<file path="src/rtl/run3_scan_ctrl_if.sv">
// Stream and control bundle for the three-consecutive-1s frame scanner.
// master = frame source / controller, slave = run3_scan_ctrl.
interface run3_scan_ctrl_if #(
  parameter int LEN_W = 8,
  parameter int CNT_W = 8
);
  logic             start;
  logic             abort;
  logic [LEN_W-1:0] frame_len;
  logic             in_valid;
  logic             in_ready;
  logic [7:0]       in_data;
  logic             busy;
  logic             done;
  logic             found;
  logic [LEN_W-1:0] first_idx;
  logic [CNT_W-1:0] hit_cnt;

  modport master (
    output start, abort, frame_len, in_valid, in_data,
    input  in_ready, busy, done, found, first_idx, hit_cnt
  );

  modport slave (
    input  start, abort, frame_len, in_valid, in_data,
    output in_ready, busy, done, found, first_idx, hit_cnt
  );
endinterface

</file>
<file path="src/rtl/run3_scan_ctrl.sv">
// Frame scheduler for the three-consecutive-1s detector: scans frame_len bytes,
// stitching the previous byte's two LSBs in front so runs across byte boundaries are seen.
module run3_scan_ctrl #(
  parameter int LEN_W = 8,
  parameter int CNT_W = 8
) (
  input  logic            clk,
  input  logic            rst_n,
  run3_scan_ctrl_if.slave bus
);

  typedef enum logic [1:0] {
    IDLE = 2'd0,
    SCAN = 2'd1,
    DONE = 2'd2
  } state_t;

  state_t           state;
  logic             in_ready;
  logic             busy;
  logic             done;
  logic             found;
  logic [LEN_W-1:0] first_idx;
  logic [CNT_W-1:0] hit_cnt;
  logic [LEN_W-1:0] len;
  logic [LEN_W-1:0] idx;
  logic [1:0]       carry;

  logic [9:0]       window;
  logic             hit;
  logic             accept;

  // bit 9 is oldest: carry[1] precedes carry[0] precedes in_data[7]
  assign window = {carry, bus.in_data};
  assign hit    = |(window[9:2] & window[8:1] & window[7:0]);
  assign accept = bus.in_valid & in_ready;

  always_ff @(posedge clk or negedge rst_n) begin
    if (!rst_n) begin
      state     <= IDLE;
      in_ready  <= 1'b0;
      busy      <= 1'b0;
      done      <= 1'b0;
      found     <= 1'b0;
      first_idx <= '0;
      hit_cnt   <= '0;
      len       <= '0;
      idx       <= '0;
      carry     <= '0;
    end else begin
      case (state)
        IDLE: begin
          if (bus.start) begin
            found     <= 1'b0;
            first_idx <= '0;
            hit_cnt   <= '0;
            carry     <= '0;
            idx       <= '0;
            len       <= bus.frame_len;
            busy      <= 1'b1;
            if (bus.frame_len != '0) begin
              state    <= SCAN;
              in_ready <= 1'b1;
            end else begin
              state <= DONE;
              done  <= 1'b1;
            end
          end
        end

        SCAN: begin
          // abort takes priority over a byte handshaken on the same edge
          if (bus.abort) begin
            state     <= IDLE;
            in_ready  <= 1'b0;
            busy      <= 1'b0;
            found     <= 1'b0;
            first_idx <= '0;
            hit_cnt   <= '0;
            carry     <= '0;
            idx       <= '0;
          end else if (accept) begin
            carry <= bus.in_data[1:0];
            if (hit) begin
              if (hit_cnt != '1) hit_cnt <= hit_cnt + CNT_W'(1);
              if (!found) begin
                found     <= 1'b1;
                first_idx <= idx;
              end
            end
            if (idx == len - LEN_W'(1)) begin
              state    <= DONE;
              in_ready <= 1'b0;
              done     <= 1'b1;
            end else begin
              idx <= idx + LEN_W'(1);
            end
          end
        end

        DONE: begin
          state <= IDLE;
          done  <= 1'b0;
          busy  <= 1'b0;
        end

        default: begin
          state    <= IDLE;
          in_ready <= 1'b0;
          busy     <= 1'b0;
          done     <= 1'b0;
        end
      endcase
    end
  end

  assign bus.in_ready  = in_ready;
  assign bus.busy      = busy;
  assign bus.done      = done;
  assign bus.found     = found;
  assign bus.first_idx = first_idx;
  assign bus.hit_cnt   = hit_cnt;

endmodule

</file>
<file path="src/flat_wrapper.sv">
// flat-port wrapper written by rule: the top's interface ports become plain ports
module run3_scan_ctrl_flat 
#(
  parameter int LEN_W = 8,
  parameter int CNT_W = 8
)
  (clk, rst_n, bus_start, bus_abort, bus_frame_len, bus_in_valid, bus_in_data, bus_in_ready, bus_busy, bus_done, bus_found, bus_first_idx, bus_hit_cnt);
  run3_scan_ctrl_if #(.LEN_W(LEN_W), .CNT_W(CNT_W)) bus_i ();
  input  logic clk;
  input  logic rst_n;
  input wire logic [$bits(bus_i.start)-1:0] bus_start;
  input wire logic [$bits(bus_i.abort)-1:0] bus_abort;
  input wire logic [$bits(bus_i.frame_len)-1:0] bus_frame_len;
  input wire logic [$bits(bus_i.in_valid)-1:0] bus_in_valid;
  input wire logic [$bits(bus_i.in_data)-1:0] bus_in_data;
  output wire logic [$bits(bus_i.in_ready)-1:0] bus_in_ready;
  output wire logic [$bits(bus_i.busy)-1:0] bus_busy;
  output wire logic [$bits(bus_i.done)-1:0] bus_done;
  output wire logic [$bits(bus_i.found)-1:0] bus_found;
  output wire logic [$bits(bus_i.first_idx)-1:0] bus_first_idx;
  output wire logic [$bits(bus_i.hit_cnt)-1:0] bus_hit_cnt;
  assign bus_i.start = bus_start;
  assign bus_i.abort = bus_abort;
  assign bus_i.frame_len = bus_frame_len;
  assign bus_i.in_valid = bus_in_valid;
  assign bus_i.in_data = bus_in_data;
  assign bus_in_ready = bus_i.in_ready;
  assign bus_busy = bus_i.busy;
  assign bus_done = bus_i.done;
  assign bus_found = bus_i.found;
  assign bus_first_idx = bus_i.first_idx;
  assign bus_hit_cnt = bus_i.hit_cnt;
  run3_scan_ctrl #(.LEN_W(LEN_W), .CNT_W(CNT_W)) u_core (.clk(clk), .rst_n(rst_n), .bus(bus_i));
endmodule
</file>
<file path="config.mk">
export PLATFORM = sky130hd
export DESIGN_NAME = run3_scan_ctrl_flat
export DESIGN_NICKNAME = d
export VERILOG_FILES = /design/src/rtl/run3_scan_ctrl_if.sv /design/src/rtl/run3_scan_ctrl.sv /design/src/flat_wrapper.sv
export SDC_FILE = /design/constraint.sdc
export NUM_CORES = 1
export LEC_CHECK = 0
export ABC_AREA = 1
export BUFFER_PORTS_ARGS = -buffer_cell sky130_fd_sc_hd__clkbuf_2
export CAP_MARGIN = 10
export CORE_MARGIN = 5
export CORE_UTILIZATION = 62
export CTS_BUF_LIST = sky130_fd_sc_hd__clkbuf_8
export DETAILED_ROUTE_END_ITERATION = 16
export PLACE_DENSITY_LB_ADDON = 0.2
export SETUP_SLACK_MARGIN = 0.5
export SLEW_MARGIN = 20
export SYNTH_ARGS = -nofsm -noshare
export SYNTH_HDL_FRONTEND = slang
export SYNTH_SLANG_ARGS = --single-unit
</file>
<file path="constraint.sdc">
create_clock -name clk -period 2.6 [get_ports clk]
set_input_delay 0.52 -clock clk [delete_from_list [all_inputs] [get_ports clk]]
set_output_delay 0.52 -clock clk [all_outputs]
set_load 0.03 [all_outputs]
</file>
==> impl_metrics.py, run 1 <==
metrics = {
    "detailed_routing": {
        "drc": 0,
        "ant_nets": 0,
        "vias_per_cell": 5.375,
        "dr.pass1.iters": 4,
        "route.vias.total": 2220,
        "wire_per_inst_um": 12.77,
        "wirelength_mm": 5.272,
        "drtIter0Drc": 156,
    },
    "yosys": {
        "synth_fa_ha_area_share_pct": 1.554,
        "synth_area_leaders": "dfrtp_1 41%, nand2_1 15%, inv_1 5.4%",
        "ys_ff_latch": 40,
        "synth_xor_area_share_pct": 2.902,
        "synth-simple-area-share_pct": 34.09,
        "synth-async-reset-ratio_pct": 100.0,
        "synth.top_cell.area_share_pct": 41.45,
        "netlist_instances": 321,
        "synth.area.mux_share_pct": 0.4663,
        "synth_ff_type": "dfrtp_1",
        "synth-compound-area-share_pct": 11.19,
        "synth_edf_count": 0,
        "syn_avg_cell_area_um2": 7.523,
        "synth_warnings": 0,
        "synth_top_family_by_area": "simple AND/OR/NAND/NOR gates",
        "synth_nets": 345,
        "synth.yosys.seq_area_share_pct": 41.45,
        "synth.distinct_cells": 33,
        "syn_area_mm2": 0.002415,
        "synth_top_cell_by_area": "dfrtp_1",
    },
    "critical_path": {
        "r2r_start": "u_core.len[0]$_DFFE_PN0P_",
        "critPathMaxStageDelay_ns": 0.37,
        "r2r_slack_ns": 0.73,
        "crit_path_frequent_cell": "nand2_1",
        "end_kind": "flip-flop",
        "crit_start": "u_core.len[0]$_DFFE_PN0P_",
        "path_delay_family": "simple AND/OR/NAND/NOR gates",
        "critical_path_buf_inv_count": 2,
        "crit_chain": "inv_2, ha_2, inv_1, nand2_1, nand2_1, nor2_1, nand4_1, nor2_1, nand2_2, nand2_2, nand2_4, nand2_1, o21ai_1",
        "critPathRequiredTime_ns": 2.79,
        "cp_max_fo": 12,
        "r2r_cells": 13,
        "startpoint_type": "flip-flop",
        "slowest_stage": "dfrtp_1",
        "path_class": "flip-flop to flip-flop",
        "reg2reg_to": "u_core.idx[6]$_DFFE_PN0P_",
        "arrival_ns": 2.06,
    },
    "cells_and_area": {
        "n_antenna_cell": 0,
        "nets": 388,
        "multi_input_area_mm2": 0.001225,
        "drive_gt1_share_pct": 24.66,
        "area_delta_synth_final_pct": 14.72,
        "seqCellArea_mm2": 0.001001,
        "fillers": 303,
    },
    "cts": {
        "cts_buffers": 5,
        "clk_path_buf_depth": 2,
        "clock_sinks": 40,
        "h-tree-depth": 2,
        "clk_pin_slew_ns": 0.08,
        "cts_tree": "yes",
        "cts_root_buffer": "clkbuf_8",
        "clk_latency_ns": 0.30,
        "cts_setup_buffers": 0,
    },
    "grt": {
        "grt_overflow": 0,
        "grt_start_max_net_pins": 41,
        "grt-busiest-layer": "met2",
        "track_usage_pct": 22.00,
        "grt_antenna_before_repair": 0,
        "grt_first_pass_wirelength_mm": 9.204,
        "gr-usage-met3_pct": 5.540,
        "use_met1_pct": 28.31,
        "grt_pass1_vias": 2147,
        "grtUsageMet2_pct": 36.10,
    },
    "die": {
        "core_area_mm2": 0.003716,
        "die_x_um": 72.41,
        "rows": 22,
        "die_area_mm2": 0.005243,
        "ios": 41,
        "initial_core_util_pct": 64.98,
        "die_h_um": 72.41,
    },
    "placement": {
        "post-place-ws_ns": 0.5795,
        "gp_congestion": 0.8706,
        "hpwlAfterDp_mm": 3.939,
        "port_buffers": 40,
    },
    "timing": {
        "worstMarginPinSlew_ns": 0.5041,
        "layout_setup_ws_ns": 0.7300,
        "slew_viol_final": 0,
        "fin_crit_sh_pct": 71.92,
        "slew_headroom_pct": 66.40,
        "fin_setup_tns_ns": 0,
        "skew_ns": 0.007600,
        "hold_viol_final": 0,
        "max_freq_ghz": 0.5348,
        "setup_viol": 0,
        "rsz0062_at_grt": "no",
        "min_period_ns": 1.870,
    },
    "power_and_ir_drop": {
        "leakage_nw": 1.435,
        "p_per_area_mw_per_mm2": 962.3,
        "ir_drop_uv": 769.0,
    },
    "min_path": {
        "hold_class": "input pin to async pin",
    },
    "run_status": {
        "outcome": "completed",
    },
    "flow_run": {
        "maxCapViolCount": 0,
    },
}
[cell type report]
cell class              instances  area share, %
clock buffers                   5          2.484
clock inverters                 3          1.400
inverters                      43          5.827
multi-input cells             232          44.22
flip-flops and latches         40          36.13
well taps                      48          2.168
repair buffers                 42          7.769
[where the power goes]
part	switching [W]	internal, W	leakage, nW	total (W)
registers	0.000118	0.000761	0.532	0.000879
logic	0.000908	0.000376	0.844	0.00128
clock network	0.000221	0.000281	0.0593	0.000502
total	0.00125	0.00142	1.43	0.00267
[Yosys cell counts, types with 4 or more instances]
master,number
dfrtp_1,40
inv_1,35
inv_2,8
nand2_1,99
nand2_2,5
nand2_4,4
nand3_1,23
nand4_1,7
nor2_1,24
nor3_1,5
nor4_1,4
o21ai_0,16
o21ai_2,14
xor2_1,5
[cell usage in the layout, fill, tap and decap left out, types with 2 or more instances in the layout]
master,instances
nand2_1,97
clkbuf_2,40
dfrtp_1,40
inv_1,35
nor2_1,24
nand3_1,23
o21ai_0,16
o21ai_2,14
inv_2,9
nand4_1,7
nand2_2,6
nand2_4,5
xor2_1,5
nor3_1,5
clkbuf_8,5
nor4_1,4
xnor2_1,3
a21oi_1,3
o21ai_1,3
o211ai_1,2
nor2_4,2
nor3b_1,2
ha_1,2
buf_4,2
[timing repair]
item,CTS,global route
hold buffers,0,0
endpoints found under the setup margin,0,9
resized for setup,0,5
[how the worst max path moves through the flow]
| stage | slack (ns) | cells after the start | to |
|---|---|---|---|
| 2_1_floorplan | 0.88 | 14 | u_core.idx[7]$_DFFE_PN0P_ |
| 3_3_place_gp | 0.61 | 10 | u_core.bus.first_idx[0]$_DFFE_PN0P_ |
| 3_5_place_dp | 0.58 | 10 | u_core.bus.first_idx[1]$_DFFE_PN0P_ |
| 4_1_cts | 0.59 | 13 | u_core.idx[4]$_DFFE_PN0P_ |
| 5_1_grt | 0.53 | 13 | u_core.idx[5]$_DFFE_PN0P_ |
| 6_report | 0.73 | 13 | u_core.idx[6]$_DFFE_PN0P_ |
[logic make-up (layout without fill, tap and decap cells)]
logic type               count (synthesis)  after routing
buffers and inverters                   49             93
AND/OR/NAND/NOR                        179            179
multiplexers                             1              1
XOR/XNOR                                 8              8
AO/OA/AOI/OAI                           41             41
adder cells (fa/ha/maj)                  3              3
flip-flops                              40             40
[stage by stage]
step	area, um^2	instances	total power [W]	hold slack [ns]	util, %
after floorplan	2415	321	0.001874	0.2244	-
after global placement	2650	405	0.002095	0.4563	71.31
after detailed placement	2650	405	0.002130	0.4694	71.31
after CTS	2758	413	0.002637	0.2888	74.21
after global routing	2770	413	0.002875	0.3215	74.55
final	2770	413	0.002666	0.2668	74.55
[state kept, by name (all words and copies together), names as in the netlist]
register / count
u_core.idx: 8
u_core.bus.busy: 1
u_core.state: 2
u_core.carry: 2
u_core.bus.first_idx: 8
u_core.bus.found: 1
u_core.bus.done: 1
u_core.bus.hit_cnt: 8
u_core.bus.in_ready: 1
u_core.len: 8
[routing by layer]
metal | part of all wire, % | wire length (um)
met3 | 5.8 | 306
met2 | 48 | 2533
met5 | 0 | 0
met1 | 44 | 2342
met4 | 1.7 | 89
No activity file was read; power rests on OpenSTA's default activity.
==> run 2, diff against run 1 <==
Settings changed: CORE_UTILIZATION 62 to 53.
Clock period 2.6 ns to 1.6 ns, I/O delays scaled along.
==> run 2 against run 1 <==
Hold slack got worse by 0.024 ns. Power rose to 2.5 times the previous value. The flow now finishes with violations (setup timing). Die area rose by 15%. Critical endpoint is now u_core.idx[5]$_DFFE_PN0P_. Highest routed layer unchanged. Flip-flop and latch count did not move. Global-route usage rose by 2.6 points. Clock skew rose by 0.0033 ns. Routed wire length rose by 100%.
==> impl_metrics.py, run 2 (same netlist as run 1, synthesis figures left out) <==
metrics = {
    "cells_and_area": {
        "final_common_cell": "nand2_1",
        "n_antenna_cell": 0,
        "drive_gt1_share_pct": 54.20,
        "area_delta_synth_final_pct": 65.03,
        "layout_common_cells": "67 x nand2_1, 61 x buf_4, 34 x dfrtp_1",
        "stdcell_count": 493,
        "nets": 464,
    },
    "placement": {
        "dp_cells": 446,
        "port_buffers": 40,
        "hpwlAfterDp_mm": 4.295,
        "gp_congestion": 0.8787,
        "post-place-ws_ns": -0.1616,
    },
    "detailed_routing": {
        "vias_per_cell": 6.134,
        "drc": 0,
        "ant_nets": 0,
        "route.vias.total": 3024,
        "dr.pass1.iters": 6,
        "drtIter0Drc": 416,
        "wirelength_mm": 10.79,
        "wire_per_inst_um": 21.88,
    },
    "cts": {
        "clk_latency_ns": 0.30,
        "clock_sinks": 40,
        "cts_root_buffer": "clkbuf_8",
        "cts_buffers": 5,
        "cts_tree": "yes",
        "clk_pin_slew_ns": 0.08,
        "h-tree-depth": 2,
        "clk_path_buf_depth": 2,
    },
    "run_status": {
        "outcome": "finished with violations",
        "violations": "setup timing",
    },
    "grt": {
        "track_usage_pct": 24.57,
        "grt_pass1_vias": 2600,
        "grt_overflow": 0,
        "grt_first_pass_wirelength_mm": 11.99,
        "grt_start_max_net_pins": 26,
        "grt_antenna_before_repair": 0,
    },
    "die": {
        "ios": 41,
        "die_area_mm2": 0.006006,
        "initial_core_util_pct": 55.08,
        "rows": 24,
        "core_area_mm2": 0.004384,
        "die_h_um": 77.50,
        "die_x_um": 77.50,
    },
    "critical_path": {
        "startpoint_type": "flip-flop",
        "crit_chain": "buf_4, nand3_1, nor2_1, a21oi_1, nor4_1, nand2_2, o21ai_2",
        "cp_max_fo": 4,
        "slowest_stage": "dfrtp_1",
        "end_kind": "flip-flop",
        "critPathRequiredTime_ns": 1.83,
        "path_delay_family": "simple AND/OR/NAND/NOR gates",
        "path_class": "flip-flop to flip-flop",
        "arrival_ns": 2.17,
        "critPathMaxStageDelay_ns": 0.46,
        "critical_path_buf_inv_count": 1,
    },
    "timing": {
        "rsz0062_at_grt": "yes",
        "slew_headroom_pct": 45.22,
        "max_freq_ghz": 0.5141,
        "fin_setup_tns_ns": -4.216,
        "min_period_ns": 1.945,
        "worstMarginPinSlew_ns": 0.8132,
        "slew_viol_final": 0,
        "hold_viol_final": 0,
        "skew_ns": 0.01094,
        "layout_setup_ws_ns": -0.3453,
        "setup_viol": 29,
        "fin_crit_sh_pct": 121.6,
    },
    "power_and_ir_drop": {
        "leakage_nw": 1.966,
        "p_per_area_mw_per_mm2": 1689,
        "ir_drop_uv": 1292,
        "power_w": 0.006731,
    },
    "min_path": {
        "hold_class": "input pin to flip-flop",
    },
    "flow_run": {
        "maxCapViolCount": 0,
    },
}
## run 2: changes by cell type in the layout (fill, tap and decap cells not counted), moves of 12 or more
cell	delta
buf_6	+12
o21ai_0	-12
clkbuf_2	-20
nand2_1	-30
nand3_1	-14
nand2_2	+24
nand3_2	+13
buf_4	+59
buf_8	+18
## run 2: path summary, 6_finish.rpt
check,from,cells past startpoint,to,slack (ns)
min in group asynchronous,rst_n,2,u_core.bus.first_idx[0]$_DFFE_PN0P_,0.50
min,bus_frame_len[1],3,u_core.len[1]$_DFFE_PN0P_,0.24
max reg2reg,u_core.idx[1]$_DFFE_PN0P_,7,u_core.idx[5]$_DFFE_PN0P_,-0.35
min reg2reg,u_core.bus.done$_DFFE_PN0P_,2,u_core.bus.done$_DFFE_PN0P_,0.53
max,u_core.idx[1]$_DFFE_PN0P_,7,u_core.idx[5]$_DFFE_PN0P_,-0.35
max in group asynchronous,rst_n,3,u_core.bus.in_ready$_DFFE_PN0P_,0.59
## run 2: power breakdown
group	switching [W]	leakage (nW)	internal, W
clock network	0.000394	0.0645	0.000551
registers	0.000204	0.523	0.00124
logic	0.00249	1.38	0.00185
total	0.00309	1.97	0.00365
## run 2: per-layer routing
metal,vias up,track usage [%],routed length (um)
met5,-,0,0
met4,0,8.935,800
met3,92,4.282,1095
met2,278,45.12,5383
met1,1387,28.36,3508
li1,1267,-,-
## run 2: area by class of cell
cell class | instances | area (um^2)
Multi-Input combinational cell | 234 | 1568
Clock inverter | 1 | 30.03
Clock buffer | 7 | 96.34
Timing Repair Buffer | 116 | 1041
Inverter | 43 | 176.4
Sequential cell | 40 | 1008
Tap cell | 52 | 65.06
Fill cell | 174 | 399.1
## run 2: repair_timing
item	in CTS	in global routing
pin swaps	21	20
endpoints found under the setup margin	60	60
endpoints found under the hold margin	15	0
resized for setup	87	75
hold buffers	1	0
buffers inserted	19	16
gates cloned	3	0
## run 2: worst reg2reg max path, delay by kind of cell (launching register included)
kind / cells / cell delay [ns]
flops: 1 / 0.46
compound gates: 2 / 0.24
buf+inv: 1 / 0.17
simple gates: 4 / 1.01
## run 2: stage by stage
stage                     hold WS (ns)  utilization (%)  cell area [um^2]
after floorplan                0.02441                -              2471
after global placement          0.2713            68.21              2990
after detailed placement        0.2735            68.21              2990
after CTS                       0.2402            82.93              3636
after global routing            0.2621            90.90              3985
final                           0.2432            90.90              3985
